File: src/rtl/jzjpcc_pc_controller_if.sv
// Fetch-stage PC sequencer bus: hazard/execute requests in, PC control and status out.
interface jzjpcc_pc_controller_if #(
    parameter int PC_MAX_B = 31
);
    logic                ctRequest;
    logic [PC_MAX_B:2]   ctTarget;
    logic                hazardStall;
    logic                imemWait;
    logic                haltRequest;
    logic                resumeRequest;
    logic                stall_fetch;
    logic                pcCTWriteEnable;
    logic [PC_MAX_B:2]   controlTransferNewPC;
    logic                flush;
    logic                halted;
    logic [15:0]         ctCount;

    modport master (
        output ctRequest, ctTarget, hazardStall, imemWait, haltRequest, resumeRequest,
        input  stall_fetch, pcCTWriteEnable, controlTransferNewPC, flush, halted, ctCount
    );

    modport slave (
        input  ctRequest, ctTarget, hazardStall, imemWait, haltRequest, resumeRequest,
        output stall_fetch, pcCTWriteEnable, controlTransferNewPC, flush, halted, ctCount
    );
endinterface

File: src/rtl/jzjpcc_pc_controller.sv
// Fetch-stage PC sequencer: redirects, memory-wait pending, flush window, halt/resume
// and a saturating count of applied redirects.
module jzjpcc_pc_controller #(
    parameter int PC_MAX_B     = 31,
    parameter int FLUSH_CYCLES = 2
) (
    input  logic                     clock,
    input  logic                     reset,
    jzjpcc_pc_controller_if.slave    bus
);
    localparam logic [1:0] ST_RUN     = 2'd0;
    localparam logic [1:0] ST_PENDING = 2'd1;
    localparam logic [1:0] ST_FLUSH   = 2'd2;
    localparam logic [1:0] ST_HALT    = 2'd3;

    localparam logic [3:0] FLUSH_INIT = 4'(FLUSH_CYCLES - 1);

    logic [1:0]          state_q, state_d;
    logic [PC_MAX_B:2]   pending_target_q, pending_target_d;
    logic [3:0]          flush_cnt_q, flush_cnt_d;
    logic [15:0]         ct_count_q, ct_count_d;

    logic                apply;
    logic [PC_MAX_B:2]   apply_target;
    logic                stall_fetch_c, we_c, flush_c;
    logic [PC_MAX_B:2]   new_pc_c;

    always_comb begin
        state_d          = state_q;
        pending_target_d = pending_target_q;
        flush_cnt_d      = flush_cnt_q;
        apply            = 1'b0;
        apply_target     = bus.ctTarget;
        stall_fetch_c    = 1'b0;
        we_c             = 1'b0;
        flush_c          = 1'b0;
        new_pc_c         = pending_target_q;

        case (state_q)
            ST_RUN, ST_FLUSH: begin
                if (state_q == ST_FLUSH) begin
                    flush_c       = 1'b1;
                    stall_fetch_c = bus.imemWait;
                    flush_cnt_d   = (flush_cnt_q != 4'd0) ? flush_cnt_q - 4'd1 : 4'd0;
                    if (flush_cnt_q <= 4'd1) state_d = ST_RUN;
                end else begin
                    stall_fetch_c = bus.hazardStall | bus.imemWait;
                end
                if (bus.ctRequest && !bus.imemWait) begin
                    apply = 1'b1;
                end else if (bus.ctRequest) begin
                    pending_target_d = bus.ctTarget;
                    stall_fetch_c    = 1'b1;
                    flush_c          = 1'b1;
                    state_d          = ST_PENDING;
                end else if (state_q == ST_RUN && bus.haltRequest && !bus.imemWait) begin
                    stall_fetch_c = 1'b1;
                    state_d       = ST_HALT;
                end
            end
            ST_PENDING: begin
                stall_fetch_c = 1'b1;
                flush_c       = 1'b1;
                if (bus.ctRequest) pending_target_d = bus.ctTarget;
                if (!bus.imemWait) begin
                    apply        = 1'b1;
                    apply_target = bus.ctRequest ? bus.ctTarget : pending_target_q;
                end
            end
            default: begin
                stall_fetch_c = 1'b1;
                if (bus.ctRequest) begin
                    pending_target_d = bus.ctTarget;
                    state_d          = ST_PENDING;
                end else if (bus.resumeRequest) begin
                    state_d = ST_RUN;
                end
            end
        endcase

        // Applied redirect overrides whatever the state logic chose above.
        if (apply) begin
            we_c          = 1'b1;
            new_pc_c      = apply_target;
            stall_fetch_c = 1'b0;
            flush_c       = 1'b1;
            flush_cnt_d   = FLUSH_INIT;
            state_d       = (FLUSH_CYCLES == 1) ? ST_RUN : ST_FLUSH;
        end

        if (!reset) begin
            stall_fetch_c = 1'b1;
            we_c          = 1'b0;
            flush_c       = 1'b1;
        end

        ct_count_d = (we_c && ct_count_q != 16'hFFFF) ? ct_count_q + 16'd1 : ct_count_q;
    end

    always_ff @(posedge clock or negedge reset) begin
        if (!reset) begin
            state_q          <= ST_RUN;
            pending_target_q <= '0;
            flush_cnt_q      <= '0;
            ct_count_q       <= '0;
        end else begin
            state_q          <= state_d;
            pending_target_q <= pending_target_d;
            flush_cnt_q      <= flush_cnt_d;
            ct_count_q       <= ct_count_d;
        end
    end

    assign bus.stall_fetch          = stall_fetch_c;
    assign bus.pcCTWriteEnable      = we_c;
    assign bus.controlTransferNewPC = new_pc_c;
    assign bus.flush                = flush_c;
    assign bus.halted               = (state_q == ST_HALT);
    assign bus.ctCount              = ct_count_q;
endmodule

File: src/flat_wrapper.sv
// flat-port wrapper written by rule: the top's interface ports become plain ports
module jzjpcc_pc_controller_flat 
#(
    parameter int PC_MAX_B     = 31,
    parameter int FLUSH_CYCLES = 2
)
  (clock, reset, bus_ctRequest, bus_ctTarget, bus_hazardStall, bus_imemWait, bus_haltRequest, bus_resumeRequest, bus_stall_fetch, bus_pcCTWriteEnable, bus_controlTransferNewPC, bus_flush, bus_halted, bus_ctCount);
  jzjpcc_pc_controller_if #(.PC_MAX_B(PC_MAX_B)) bus_i ();
  input  logic clock;
  input  logic reset;
  input wire logic [$bits(bus_i.ctRequest)-1:0] bus_ctRequest;
  input wire logic [$bits(bus_i.ctTarget)-1:0] bus_ctTarget;
  input wire logic [$bits(bus_i.hazardStall)-1:0] bus_hazardStall;
  input wire logic [$bits(bus_i.imemWait)-1:0] bus_imemWait;
  input wire logic [$bits(bus_i.haltRequest)-1:0] bus_haltRequest;
  input wire logic [$bits(bus_i.resumeRequest)-1:0] bus_resumeRequest;
  output wire logic [$bits(bus_i.stall_fetch)-1:0] bus_stall_fetch;
  output wire logic [$bits(bus_i.pcCTWriteEnable)-1:0] bus_pcCTWriteEnable;
  output wire logic [$bits(bus_i.controlTransferNewPC)-1:0] bus_controlTransferNewPC;
  output wire logic [$bits(bus_i.flush)-1:0] bus_flush;
  output wire logic [$bits(bus_i.halted)-1:0] bus_halted;
  output wire logic [$bits(bus_i.ctCount)-1:0] bus_ctCount;
  assign bus_i.ctRequest = bus_ctRequest;
  assign bus_i.ctTarget = bus_ctTarget;
  assign bus_i.hazardStall = bus_hazardStall;
  assign bus_i.imemWait = bus_imemWait;
  assign bus_i.haltRequest = bus_haltRequest;
  assign bus_i.resumeRequest = bus_resumeRequest;
  assign bus_stall_fetch = bus_i.stall_fetch;
  assign bus_pcCTWriteEnable = bus_i.pcCTWriteEnable;
  assign bus_controlTransferNewPC = bus_i.controlTransferNewPC;
  assign bus_flush = bus_i.flush;
  assign bus_halted = bus_i.halted;
  assign bus_ctCount = bus_i.ctCount;
  jzjpcc_pc_controller #(.PC_MAX_B(PC_MAX_B), .FLUSH_CYCLES(FLUSH_CYCLES)) u_core (.clock(clock), .reset(reset), .bus(bus_i));
endmodule
File: config.mk
export PLATFORM = sky130hd
export DESIGN_NAME = jzjpcc_pc_controller_flat
export DESIGN_NICKNAME = d
export VERILOG_FILES = /design/src/rtl/jzjpcc_pc_controller_if.sv /design/src/rtl/jzjpcc_pc_controller.sv /design/src/flat_wrapper.sv
export SDC_FILE = /design/constraint.sdc
export NUM_CORES = 1
export LEC_CHECK = 0
export CORE_MARGIN = 2
export CORE_UTILIZATION = 45
export CTS_CLUSTER_DIAMETER = 200
export DETAILED_ROUTE_END_ITERATION = 8
export GPL_TIMING_DRIVEN = 0
export PLACE_DENSITY_LB_ADDON = 0.12
export SYNTH_ARGS = -nofsm -noshare
export SYNTH_HDL_FRONTEND = slang
export SYNTH_SLANG_ARGS = --single-unit
File: constraint.sdc
create_clock -name clock -period 1.79 [get_ports clock]
set_input_delay 0.358 -clock clock [delete_from_list [all_inputs] [get_ports clock]]
set_output_delay 0.358 -clock clock [all_outputs]
set_load 0.02 [all_outputs]
### Word level (Yosys, flattened, before mapping)

Cells that the tools add are included.

* divide/modulo/power cells: 0
* magnitude comparators: 1
* multipliers: 0
* mux-type cells: 37
* equal/unequal tests: 6
* add/sub/neg operators: 2
* shift-type cells: 0
* reductions and logical operators: 13
* bitwise logic cells: 1

Operators by type and width (number)
* two-way mux 30 bit: 6
* adder 16 x 1 -> 16 bit (second input constant): 1
* two-way mux 1 bit: 16
* two-way mux 2 bit: 8
* two-way mux 4 bit: 4
* inequality test 16 bit (second input constant): 1
* nonzero test 4 bit: 2
* equality test 2 bit (second input constant): 2
* less-or-equal comparator 4 x 1 -> 1 bit (second input constant): 1
* logical AND 1 bit: 4
* one-hot mux 1 bit (2 select lines): 2
* one-hot mux 2 bit (2 select lines): 1
* AND reduction 2 bit: 2
* nonzero test 2 bit: 2
* subtractor 4 x 1 -> 4 bit (second input constant): 1
* equality test 2 x 1 -> 1 bit (second input constant): 1
* logical NOT 2 bit: 1
* inequality test 2 x 1 -> 1 bit (second input constant): 1
* inequality test 2 bit (second input constant): 1
* OR reduction 2 bit: 1
* logical NOT 1 bit: 1
* OR 1 bit: 1

* flip-flop bits (word level): 52
* memory bits (read-only): 0
* bits in latches: 0
* output and inout bits: 50
* bits of input ports: 37
* memories kept: 0
* word-level logic and storage cells: 64
* RAM bits: 0

### Longest topological paths before layout

* depth in word-level cells: 9
* mapped depth: 6
* mapped depth without buffers: 5

### Least setup slack after synthesis

No wires, ideal clock.

* path type: register to output
* start: register u_core.state_q[1]
* end: output port bus_controlTransferNewPC[0]
* required time: 1.432 ns
* path buffers: 2
* slack: -0.121 ns
* cell stages (with the launch flop): 7
* arrival: 1.553 ns
* path through: dfrtp_1 > buf_2 > and2_1 > nor2_1 > nand2_1 > buf_2 > mux2_2

* longest elaborated chain between the ends: 4
* elaborated cells between the ends (all ways): 7
* those cells by class: eq/ne: 2; mux: 3; reduce/logical: 2

RTL lines
* start: declaration: RTL line jzjpcc_pc_controller.sv:18 `logic [1:0] state_q, state_d;`
* start signal: assignment: RTL line jzjpcc_pc_controller.sv:107 `state_q <= state_d;`
* equality test 2 bit or logical NOT 2 bit (tied branches): RTL line jzjpcc_pc_controller.sv:39 `case (state_q)`
* OR reduction 2 bit: RTL line jzjpcc_pc_controller.sv:39
* one-hot mux 1 bit (2 select lines): RTL line jzjpcc_pc_controller.sv:39
* two-way mux 30 bit (*): RTL line jzjpcc_pc_controller.sv:82 `if (apply) begin`
* end: declaration: RTL line flat_wrapper.sv:19 `output wire logic [$bits(bus_i.controlTransferNewPC)-1:0] bus_controlTransferNewPC;`

Mark *: on every way between the ends. The rest lies on a longest branch, timed or not.

### Worst setup path in the final report

* start: register u_core.state_q[1]
* end: output port bus_controlTransferNewPC[1]

Same word-level chain as after synthesis.

==> impl_metrics.json <==
{
  "num-nets-final": 375,
  "synth_edf_count": 0,
  "hold_viol_final": 0,
  "power.density_nw_per_um2": 960.4,
  "r2r_slack_ps": -30,
  "num_io_pins": 87,
  "dp_hpwl_um": 4255,
  "die_width_um": 81.93,
  "yosys_warnings": 0,
  "antenna_found_initial": 0,
  "gp_congestion": 0.7914,
  "fmax_mhz": 469.3,
  "numCtsBuffers": 5,
  "endpoint_kind": "primary output",
  "io_buffers": 84,
  "crit_type": "flop to primary output",
  "final_layout_size_suffix_gt1_frac": 0.4732,
  "power.total_mw": 4.048,
  "max_slew_margin": 0.6642,
  "wl_um": 6837,
  "syn-cell-area_um2": 2733,
  "violations": "negative setup slack",
  "skew_ps": 5.563,
  "hold_path.class": "primary input to flop",
  "switchingPower_mw": 1.311,
  "ys.flop_type": "dfrtp_1",
  "cts_tree": "built",
  "core_area_um2": 5886,
  "period_share": 1.190,
  "initial_core_util": 0.4643,
  "cts_sinks": 52,
  "grt_pass1_wl_um": 9673,
  "clk_pin_slew_worst_paths_ps": 80,
  "gr-total-overflow": 0,
  "synth_seq_cells": 52,
  "drv_slew": 0,
  "clock_latency_ps": 300,
  "cts_max_level": 2,
  "crit_fanout": 6,
  "routed_via_density": 5.336,
  "num_rows": 28,
  "cp.arrival_ps": 1770,
  "rsz0062_at_grt": "yes",
  "grt_max_degree": 37,
  "swShare": 0.3238,
  "setup_viol": 36,
  "netlist-cell-type-count": 39,
  "routedWlPerCell_um": 16.64,
  "clkPwrFrac": 0.192,
  "seqPwrFrac": 0.387,
  "synth_nets": 264,
  "clockBufferDepth": 2,
  "worst_pin_slew_ps": 503.8,
  "syn_to_final_growth_pct": 54.26,
  "cts-root-buf": "clkbuf_8",
  "internal_power_mw": 2.737,
  "syn_inst": 226,
  "min_period_ps": 2131,
  "drc": 0,
  "postPlaceCellArea_um2": 3692,
  "power_frac_comb": 0.422,
  "via_count": 2193,
  "yosysSeqAreaShare": 0.4762,
  "dieArea_um2": 6712,
  "die_y_um": 81.93,
  "dp_cells": 386,
  "ant_nets": 0,
  "reg2reg_depth": 6,
  "worst_slack_ps": -340.7,
  "cap_violations": 0,
  "vdd_ir_drop_max_mv": 0.4780,
  "synthArstFlopShare": 1.000,
  "fin_cells": 411,
  "first_pass_iters": 4,
  "critPathRequiredTime_ps": 1430,
  "grt_pass1_vias": 2021,
  "syn_area_per_cell_um2": 12.09,
  "finalSetupTns_ps": -9728,
  "whs_path_depth": 3,
  "drt_iter0_markers": 111,
  "start_kind": "flop",
  "fin_area_um2": 4215,
  "antenna_cells": 0,
  "hold_ws_ps": 449.8,
  "leakagePower_nw": 1.823,
  "status": "finished, violations left",
  "track_usage": 0.1885
}
## per-stage QoR
stage | util | setup WS, ps
6_report | 0.7162 | -340.7
3_3_place_gp | 0.6235 | -2417
3_5_place_dp | 0.6273 | -739.2
5_1_grt | 0.7162 | -403.3
2_1_floorplan | - | 9.026
4_1_cts | 0.6516 | -359.2
## state kept, by name (all words and copies together) (netlist names)
signal / cells
u_core.pending_target_q: 30
u_core.bus.ctCount: 16
u_core.flush_cnt_q: 4
u_core.state_q: 2
## worst max-delay path, stage by stage (launching register included)
cell       delay (ps)
dfrtp_1           400
and2_4            160
nor2_4            170
nand2_8           120
clkbuf_16         190
mux2_4            300
buf_6             130
## cells in the final DEF (no fill, tap or decap), types with 2 or more instances in the layout
master / n
dfrtp_1: 45
or2b_1: 2
dlymetal6s2s_1: 2
buf_6: 33
buf_4: 13
buf_2: 5
nand4_1: 4
clkdlybuf4s50_1: 46
nor2_1: 11
mux2i_1: 3
mux2_2: 60
buf_16: 2
inv_1: 3
xor2_1: 11
a21oi_1: 7
dfrtp_2: 7
nor2b_2: 2
nor3_1: 6
a31oi_1: 2
nand3_1: 4
dlygate4sd2_1: 3
nor3b_1: 4
nor2b_1: 2
o21ai_0: 5
nor4_4: 3
clkbuf_8: 5
clkbuf_16: 2
nor3_4: 2
nand3b_1: 2
nand2_1: 5
dlygate4sd3_1: 3
buf_8: 3
## area by class of cell
type	instances	area [um2]
Multi-Input combinational cell	160	1480
Clock inverter	1	30.03
Buffer	9	81.33
Tap cell	75	93.84
Timing Repair Buffer	105	1136
Inverter	4	15.01
Clock buffer	5	68.82
Fill cell	419	1670
Sequential cell	52	1310
## power by group through the flow
stage / sequential [mW] / combinational [mW] / clock (mW)
final: 1.57 / 1.71 / 0.775
after global routing: 1.59 / 1.81 / 0.845
after CTS: 1.56 / 1.45 / 0.802
after detailed placement: 1.58 / 1.47 / 0
after global placement: 1.56 / 1.45 / 0
after floorplan: 1.61 / 0.779 / 0
## kinds of logic after synthesis
logic type | Yosys count | synth area share
simple gates | 65 | 0.1534
mux | 64 | 0.2624
flops | 52 | 0.4762
compound gates | 19 | 0.04350
buf+inv | 14 | 0.02472
xor+xnor | 11 | 0.03526
fa+ha+maj | 1 | 0.004578
## worst paths after layout
check,to,from
max,bus_controlTransferNewPC[1],u_core.state_q[1]
min,u_core.state_q[0],bus_imemWait
max reg2reg,u_core.bus.ctCount[7],u_core.state_q[0]
min reg2reg,u_core.pending_target_q[29],u_core.pending_target_q[29]
max in group asynchronous,u_core.bus.ctCount[7],reset
min in group asynchronous,u_core.bus.ctCount[10],reset
## Yosys cell counts (all sizes together) (4+ instances only)
library cell | n | area [um2]
nor3b | 5 | 37.54
inv | 4 | 15.01
nor4 | 4 | 52.55
o21ai | 6 | 30.03
nor2b | 4 | 25.02
nand4 | 5 | 46.29
nor2 | 12 | 45.04
nand3 | 5 | 25.02
buf | 10 | 52.55
xor2 | 11 | 96.34
nor3 | 9 | 45.04
mux2 | 61 | 686.9
a21oi | 7 | 35.03
dfrtp | 52 | 1301
nand2 | 6 | 22.52
## metal layers
metal / share of wire / wire length (um) / track usage / vias to the layer above
met4: 0.013 / 86 / 0.05000 / 0
met1: 0.43 / 2974 / 0.2565 / 1094
met5: 0 / 0 / 0 / -
met3: 0.055 / 376 / 0.05275 / 7
li1: - / - / - / 1035
met2: 0.50 / 3399 / 0.2967 / 57
## repair_timing
item,CTS,global route
endpoints found under the hold margin,0,31
gates resized for setup,173,69
endpoints found under the setup margin,50,81
pin swaps,6,11
hold buffers,0,4
setup buffers,3,10
cloned,1,2
No activity file was read; power rests on OpenSTA's default activity.
